## src/rtl/fetch_stage.sv

```systemverilog
// Instruction-fetch stage: owns the PC, issues single-outstanding word reads to instruction
// memory and presents {pc, inst} to decode, with redirect, stall skid and halt handling.
module fetch_stage #(
  parameter logic [15:0] RESET_PC = 16'h0000
) (
  input  logic        clk,
  input  logic        rst,
  input  logic        stall,
  input  logic        do_branch,
  input  logic [15:0] branch_address,
  input  logic        do_jump,
  input  logic [15:0] jump_address,
  output logic        imem_req,
  output logic [15:0] imem_addr,
  input  logic        imem_ack,
  input  logic [15:0] imem_data,
  output logic [31:0] to_inst,
  output logic        to_valid,
  output logic        is_halted
);

  typedef enum logic [1:0] {StRun, StSquash, StHold, StHalted} state_e;

  state_e      state_q, state_d;
  logic [15:0] pc_q, pc_d;
  logic [15:0] addr_q, addr_d;
  logic        req_q, req_d;
  logic [31:0] inst_q, inst_d;
  logic        valid_q, valid_d;
  logic [31:0] skid_q, skid_d;

  logic        redirect;
  logic [15:0] target;
  logic        ack;
  logic        data_halt;
  logic        skid_halt;

  assign redirect  = do_branch | do_jump;
  // The branch is older than the decode-stage jump, so it takes precedence.
  assign target    = do_branch ? branch_address : jump_address;
  assign ack       = req_q & imem_ack;
  assign data_halt = (imem_data[15:12] == 4'hF);
  assign skid_halt = (skid_q[15:12] == 4'hF);

  always_ff @(posedge clk) begin
    if (!rst) begin
      state_q <= StRun;
      pc_q    <= RESET_PC;
      addr_q  <= RESET_PC;
      req_q   <= 1'b0;
      inst_q  <= '0;
      valid_q <= 1'b0;
      skid_q  <= '0;
    end else begin
      state_q <= state_d;
      pc_q    <= pc_d;
      addr_q  <= addr_d;
      req_q   <= req_d;
      inst_q  <= inst_d;
      valid_q <= valid_d;
      skid_q  <= skid_d;
    end
  end

  always_comb begin
    state_d = state_q;
    pc_d    = pc_q;
    addr_d  = addr_q;
    req_d   = req_q;
    inst_d  = inst_q;
    valid_d = valid_q;
    skid_d  = skid_q;

    if (redirect) begin
      inst_d  = '0;
      valid_d = 1'b0;
      skid_d  = '0;
      pc_d    = target;
      if (req_q && !imem_ack) begin
        // Request cannot be aborted: keep the address stable and drop the data on ack.
        state_d = StSquash;
      end else begin
        state_d = StRun;
        addr_d  = target;
        req_d   = 1'b1;
      end
    end else begin
      unique case (state_q)
        StRun: begin
          if (!stall) begin
            inst_d  = '0;
            valid_d = 1'b0;
          end
          if (ack) begin
            addr_d = addr_q + 16'd1;
            pc_d   = addr_q + 16'd1;
            if (stall) begin
              skid_d  = {addr_q, imem_data};
              state_d = StHold;
              req_d   = 1'b0;
            end else begin
              inst_d  = {addr_q, imem_data};
              valid_d = 1'b1;
              if (data_halt) begin
                state_d = StHalted;
                req_d   = 1'b0;
              end
            end
          end else begin
            req_d = 1'b1;
          end
        end
        StSquash: begin
          if (!stall) begin
            inst_d  = '0;
            valid_d = 1'b0;
          end
          if (ack) begin
            state_d = StRun;
            addr_d  = pc_q;
            req_d   = 1'b1;
          end
        end
        StHold: begin
          if (!stall) begin
            inst_d  = skid_q;
            valid_d = 1'b1;
            skid_d  = '0;
            if (skid_halt) begin
              state_d = StHalted;
            end else begin
              state_d = StRun;
              req_d   = 1'b1;
            end
          end
        end
        StHalted: begin
          if (!stall) begin
            inst_d  = '0;
            valid_d = 1'b0;
          end
        end
        default: state_d = StRun;
      endcase
    end
  end

  always_comb begin
    imem_req  = req_q;
    imem_addr = addr_q;
    to_inst   = inst_q;
    to_valid  = valid_q;
    is_halted = (state_q == StHalted);
  end

endmodule

```

## config.mk

```make
export PLATFORM = sky130hd
export DESIGN_NAME = fetch_stage
export DESIGN_NICKNAME = d
export VERILOG_FILES = /design/src/rtl/fetch_stage.sv
export SDC_FILE = /design/constraint.sdc
export NUM_CORES = 1
export LEC_CHECK = 0
export ABC_AREA = 1
export CAP_MARGIN = 25
export CORE_MARGIN = 2
export CORE_UTILIZATION = 50
export CTS_CLUSTER_SIZE = 20
export DETAILED_ROUTE_END_ITERATION = 6
export PLACE_DENSITY_LB_ADDON = 0.05
export SLEW_MARGIN = 10
export SYNTH_ARGS = -nofsm -noshare
export SYNTH_HDL_FRONTEND = slang
export SYNTH_SLANG_ARGS = --single-unit
```

## constraint.sdc

```tcl
create_clock -name clk -period 4 [get_ports clk]
set_input_delay 0.6 -clock clk [delete_from_list [all_inputs] [get_ports clk]]
set_output_delay 0.6 -clock clk [all_outputs]
set_load 0.01 [all_outputs]
```

==> results of run 1 <==
[area by class of cell]
type,count,area [µm²],area share (%)
Tap cell,140,175,2.59
Multi-Input combinational cell,630,2980,44.1
Clock inverter,5,85.1,1.26
Timing Repair Buffer,119,1150,17.1
Inverter,59,224,3.32
Sequential cell,100,2000,29.7
Clock buffer,11,131,1.95
[metrics by stage]
stage | setup slack, ns | cell area [µm²] | std cells
2_1_floorplan | 2.41 | 5500 | 847
3_3_place_gp | 1.11 | 6540 | 1048
3_5_place_dp | 1.02 | 6540 | 1048
4_1_cts | 1.17 | 6750 | 1064
5_1_grt | 0.923 | 6750 | 1064
6_report | 1.15 | 6750 | 1064
[metal layers]
| metal | part of all wire, % | up-vias |
|---|---|---|
| met5 | 0 | - |
| met2 | 46 | 243 |
| met1 | 45 | 2821 |
| li1 | - | 2948 |
| met3 | 7.2 | 31 |
| met4 | 2.0 | 0 |
[power groups by stage]
stage	Sequential (mW)	Clock, mW	Combinational [mW]
2_1_floorplan	1.16	0	0.574
3_3_place_gp	1.16	0	0.873
3_5_place_dp	1.17	0	0.887
4_1_cts	1.14	0.735	0.890
5_1_grt	1.15	0.781	1.00
6_report	1.15	0.723	0.900
[layout by cell type (no fill, tap or decap), types with 2 or more instances in the layout]
cell             count
clkbuf_8             9
o21ai_1             25
nor3_1               4
a21oi_1             97
nand4_1              5
nor2_1             103
o21ai_2              4
xnor2_1              2
clkbuf_1             2
inv_2               10
buf_4               15
clkdlybuf4s50_1    104
bufinv_16            2
nor3b_1             12
nand2_2              4
inv_1               48
nand3_1             81
o22ai_1             12
ha_1                 5
dfxtp_1            100
o21ai_0             58
nor2_4               2
a31oi_1             12
xor2_1               3
nand2_1            191
[worst paths after layout]
path                       end  slack, ns  depth (start not counted)
setup / recovery  imem_addr[3]       1.15                          7
hold / removal       flip-flop       0.47                          2
setup reg to reg  imem_addr[3]       1.15                          7
hold reg to reg      flip-flop       0.47                          2
[critical path: stages (launching register included)]
cell and delay [ns]:
dfxtp_1 0.34, inv_1 0.11, ha_1 0.47, inv_1 0.54
a21oi_2 0.74, nor2_4 0.23, o21ai_0 0.23, a21oi_1 0.06
[kinds of logic after synthesis]
family,synth area share (%)
compound gates,20.5
xor+xnor,0.797
fa+ha+maj,1.14
buf+inv,9.36
flops,36.4
simple gates,31.8
==> results_dict.tcl, run 1 <==
set metrics [dict create \
    hpwlAfterDp_um 11400 \
    status "finished, final reports clean" \
    clockBufferDepth 2 \
    cts.htree.levels 3 \
    leakage_nw 2.53 \
    crit_required_ns 4.27 \
    setup_tns_ns 0 \
    cts_setup_buffers 0 \
    synth_cell_types 36 \
    met3_usage_pct 5.26 \
    synth_most_common_cell "nand2_1" \
    initial_core_util_pct 50.9 \
    critical_path_class "flip-flop to flip-flop" \
    synth.avg_cell_area_um2 6.49 \
    pwr-share-comb_pct 32.5 \
    hold_viol 0 \
    antenna_found_initial 0 \
    gp_routability_congestion 0.878 \
    fin_total_pwr_mw 2.77 \
    setup_viol 0 \
    p_per_area_nw_per_um2 410 \
    grt_pass1_vias 5683 \
    dieArea_um2 11800 \
    syn2layout_area_growth_pct 22.8 \
    cp-startpoint "state_q[1]" \
    cp.arrival_ns 3.12 \
    p_seq_share_pct 41.4 \
    crit_path_end_kind "flip-flop" \
    synth_ff_type "dfxtp_1" \
    met1_usage_pct 40.5 \
    cts_inserted_buffers 9 \
    die_height_um 109 \
    cts_resized 0 \
    cts_sinks 100 \
    use_met2_pct 46.3 \
    rsz0062_at_grt "no" \
    synth_top_area_cell "dfxtp_1" \
    portBuffers 104 \
    cp-start-kind "flip-flop" \
    diodes 0 \
    synth-edff-count 0 \
    min_path_type "flip-flop to flip-flop" \
    fill_cells 1042 \
    vdd_drop_max_mv 0.337 \
    max-cap-violations 0 \
    overflow 0 \
    drt_wl_total_um 16600 \
    drc_errors 0 \
    routedWlPerCell_um 15.6 \
    fin_skew_ns 0.0126 \
    vias_per_cell 5.68 \
    dr_total_vias 6043 \
    rows 38 \
    fin_crit_ns 2.85 \
    maxSlewViolCount 0 \
    syn-num-nets 906 \
    ant_nets 0 \
    grt_max_degree 43 \
    clkPwrFrac_pct 26.1 \
    final_util_pct 62.6 \
    synthTopCellsByCount "nand2_1 (191), nor2_1 (103), dfxtp_1 (100), a21oi_1 (97), nand3_1 (81)" \
    finalCritPeriodShare_pct 71.2 \
    insertion_delay_ns 0.38 \
    ys_seq_area_share_pct 36.4 \
    top_usage_layer "met2" \
    drtPass1Iterations 6 \
    io_pins 105 \
    core_area_um2 10800 \
    ctsHoldBuffers 0 \
    grt_pass1_wl_um 27700 \
    synth_top_cells_by_area "dfxtp_1 (36%), nand2_1 (13%), a21oi_1 (8.8%), nand3_1 (7.4%), nor2_1 (7.0%)" \
    switchingPower_mw 1.02 \
    rr_startpoint "state_q[1]" \
    swShare_pct 36.7 \
    synth-seq-cells 100 \
    async_flop_share_pct 0 \
    intPower_mw 1.75 \
    fmax_mhz 351 \
    syn_inst 847 \
    syn_area_um2 5500 \
    drt_first_iter_violations 682 \
    slew_headroom_pct 40.1 \
    yosys_warnings 0 \
    cts_root_buf "clkbuf_8" \
    grt_usage_pct 29.3 \
    dieWidth_um 109 \
    critPathMaxFanout 26 \
    worst_slew_pin_slew_ns 0.898 \
    cts_tree "yes" \
    fin_nets 978 \
    synth_top_area_share_pct 36.4 \
    clk_pin_slew_ns 0.10 \
    holdWs_ns 0.467 \
    final_layout_size_suffix_gt1_share_pct 5.95 \
]
Power figures use the tool's default switching activity.
==> run 2: changes to the inputs <==
- CORE_UTILIZATION: 50 -> 48
- clock period: 4 -> 2.3 ns (I/O delays scaled with it)
==> run 2 against run 1 <==
Via count decreased by 1.2%. Non-clock buffer count increased by 10. Register-to-register slack got worse by 0.96 ns. Flip-flop and latch count unchanged. Die area increased by 4.0%. Largest power group unchanged. Highest routed layer unchanged.
==> results_dict.tcl, run 2 (synthesized netlist as in run 1, its figures left out) <==
set metrics [dict create \
    status "finished, final reports clean" \
    io_pins 105 \
    drt_wl_total_um 16800 \
    crit_family "simple AND/OR/NAND/NOR gates" \
    cpPeakStageDelay_ns 0.42 \
    hold_viol 0 \
    core_area_um2 11300 \
    ctsHoldBuffers 0 \
    cts.htree.levels 3 \
    setup_viol 0 \
    pwr-share-comb_pct 31.3 \
    grt_pass1_wl_um 27700 \
    dieArea_um2 12300 \
    final_layout_size_suffix_gt1_share_pct 6.97 \
    grt_usage_pct 27.1 \
    ant_nets 0 \
    diodes 0 \
    drt_first_iter_violations 452 \
    fin_nets 988 \
    swShare_pct 35.0 \
    critPathSlowestCell "dfxtp_1" \
    clk_pin_slew_ns 0.07 \
    cts_sinks 100 \
    crit_chain "inv_1 -> ha_1 -> inv_2 -> nor2_1 -> nand2_1 -> inv_2 -> nand3_1 -> nand2_1 -> nor2_1 -> nand2_1 -> nand2_1 -> nor2_1" \
    cts_tree "yes" \
    cts_setup_buffers 0 \
    maxSlewViolCount 0 \
    holdWs_ns 0.459 \
    cpMostUsedCell "nand2_1" \
    cts_resized 0 \
    max-cap-violations 0 \
    vias_per_cell 5.55 \
    p_seq_share_pct 38.9 \
    switchingPower_mw 1.79 \
    grt_pass1_vias 5616 \
    final_common_cell "nand2_1" \
    critPathMaxFanout 16 \
    crit_required_ns 2.55 \
    drtPass1Iterations 5 \
    critical_path_class "flip-flop to flip-flop" \
    insertion_delay_ns 0.35 \
    die_height_um 111 \
    setup_tns_ns 0 \
    crit_path_end_kind "flip-flop" \
    min_path_type "flip-flop to flip-flop" \
    fin_crit_ns 2.11 \
    hpwlAfterDp_um 11700 \
    clockBufferDepth 2 \
    vdd_drop_max_mv 0.669 \
    dieWidth_um 111 \
    finalCritPeriodShare_pct 91.7 \
    critPathBufInv 3 \
    drc_errors 0 \
    rows 39 \
    grt_max_degree 35 \
    slew_headroom_pct 70.1 \
    rsz0062_at_grt "no" \
    fmax_mhz 474 \
    initial_core_util_pct 48.8 \
    p_per_area_nw_per_um2 741 \
    cts_root_buf "clkbuf_16" \
    fin_skew_ns 0.00890 \
    cts_inserted_buffers 9 \
    portBuffers 104 \
    most-common-layout-cells "nand2_1 (191), clkdlybuf4s50_1 (104), nor2_1 (103)" \
    cp.arrival_ns 2.35 \
    intPower_mw 3.33 \
    cp-start-kind "flip-flop" \
    dr_total_vias 5973 \
    fin_total_pwr_mw 5.13 \
    routedWlPerCell_um 15.6 \
    leakage_nw 2.62 \
    worst_slew_pin_slew_ns 0.447 \
    clkPwrFrac_pct 29.7 \
    gp_routability_congestion 0.879 \
    syn2layout_area_growth_pct 25.9 \
    overflow 0 \
    antenna_found_initial 0 \
]
-- run 2: changes by cell type in the layout (fill, tap and decap cells not counted), sizes merged --
| cell | change |
|---|---|
| buf | +10 |
| bufinv | -1 |
| clkinvlp | +1 |
| inv | -1 |
-- run 2: layout make-up --
type	instances	area, µm²
Clock inverter	4	50.0
Timing Repair Buffer	129	1240
Inverter	59	224
Multi-Input combinational cell	630	2980
Tap cell	143	179
Clock buffer	11	243
Sequential cell	100	2000
Fill cell	1096	4350
-- run 2: tightest hold or removal path: cells and delay by family (launching register included) --
family | cells | cell delay (ns)
AOI/OAI and AO/OA | 1 | 0.05
and+or+nand+nor | 1 | 0.06
DFF | 1 | 0.31
-- run 2: worst paths after layout --
kind	startpoint	endpoint	slack, ns	depth (start not counted)
max	state_q[0]	imem_req	0.19	12
min	flip-flop	flip-flop	0.46	2
max reg2reg	state_q[0]	imem_req	0.19	12
min reg2reg	flip-flop	flip-flop	0.46	2
-- run 2: layer usage --
layer  wire, µm  part of all wire [%]  global-route usage (%)
met1       7370                    44                    36.6
met2       7930                    47                    44.9
met3       1250                   7.4                    5.36
met4        256                   1.5                    6.67
met5          0                     0                       0
-- run 2: through the flow --
stage	area [µm²]	utilization, %	worst slack [ns]	std cells
after floorplan	5500	-	0.709	847
after global placement	6630	58.8	0.109	1061
after detailed placement	6630	58.8	0.0678	1061
after CTS	6920	61.4	0.232	1076
after global routing	6920	61.4	0.0469	1076
final	6920	61.4	0.192	1076
-- run 2: power by group through the flow --
| stage | Combinational, mW | Clock (mW) | Sequential (mW) |
|---|---|---|---|
| 2_1_floorplan | 0.998 | 0 | 2.01 |
| 3_3_place_gp | 1.57 | 0 | 2.03 |
| 3_5_place_dp | 1.59 | 0 | 2.03 |
| 4_1_cts | 1.60 | 1.54 | 1.99 |
| 5_1_grt | 1.78 | 1.60 | 2.01 |
| 6_report | 1.61 | 1.52 | 2.00 |
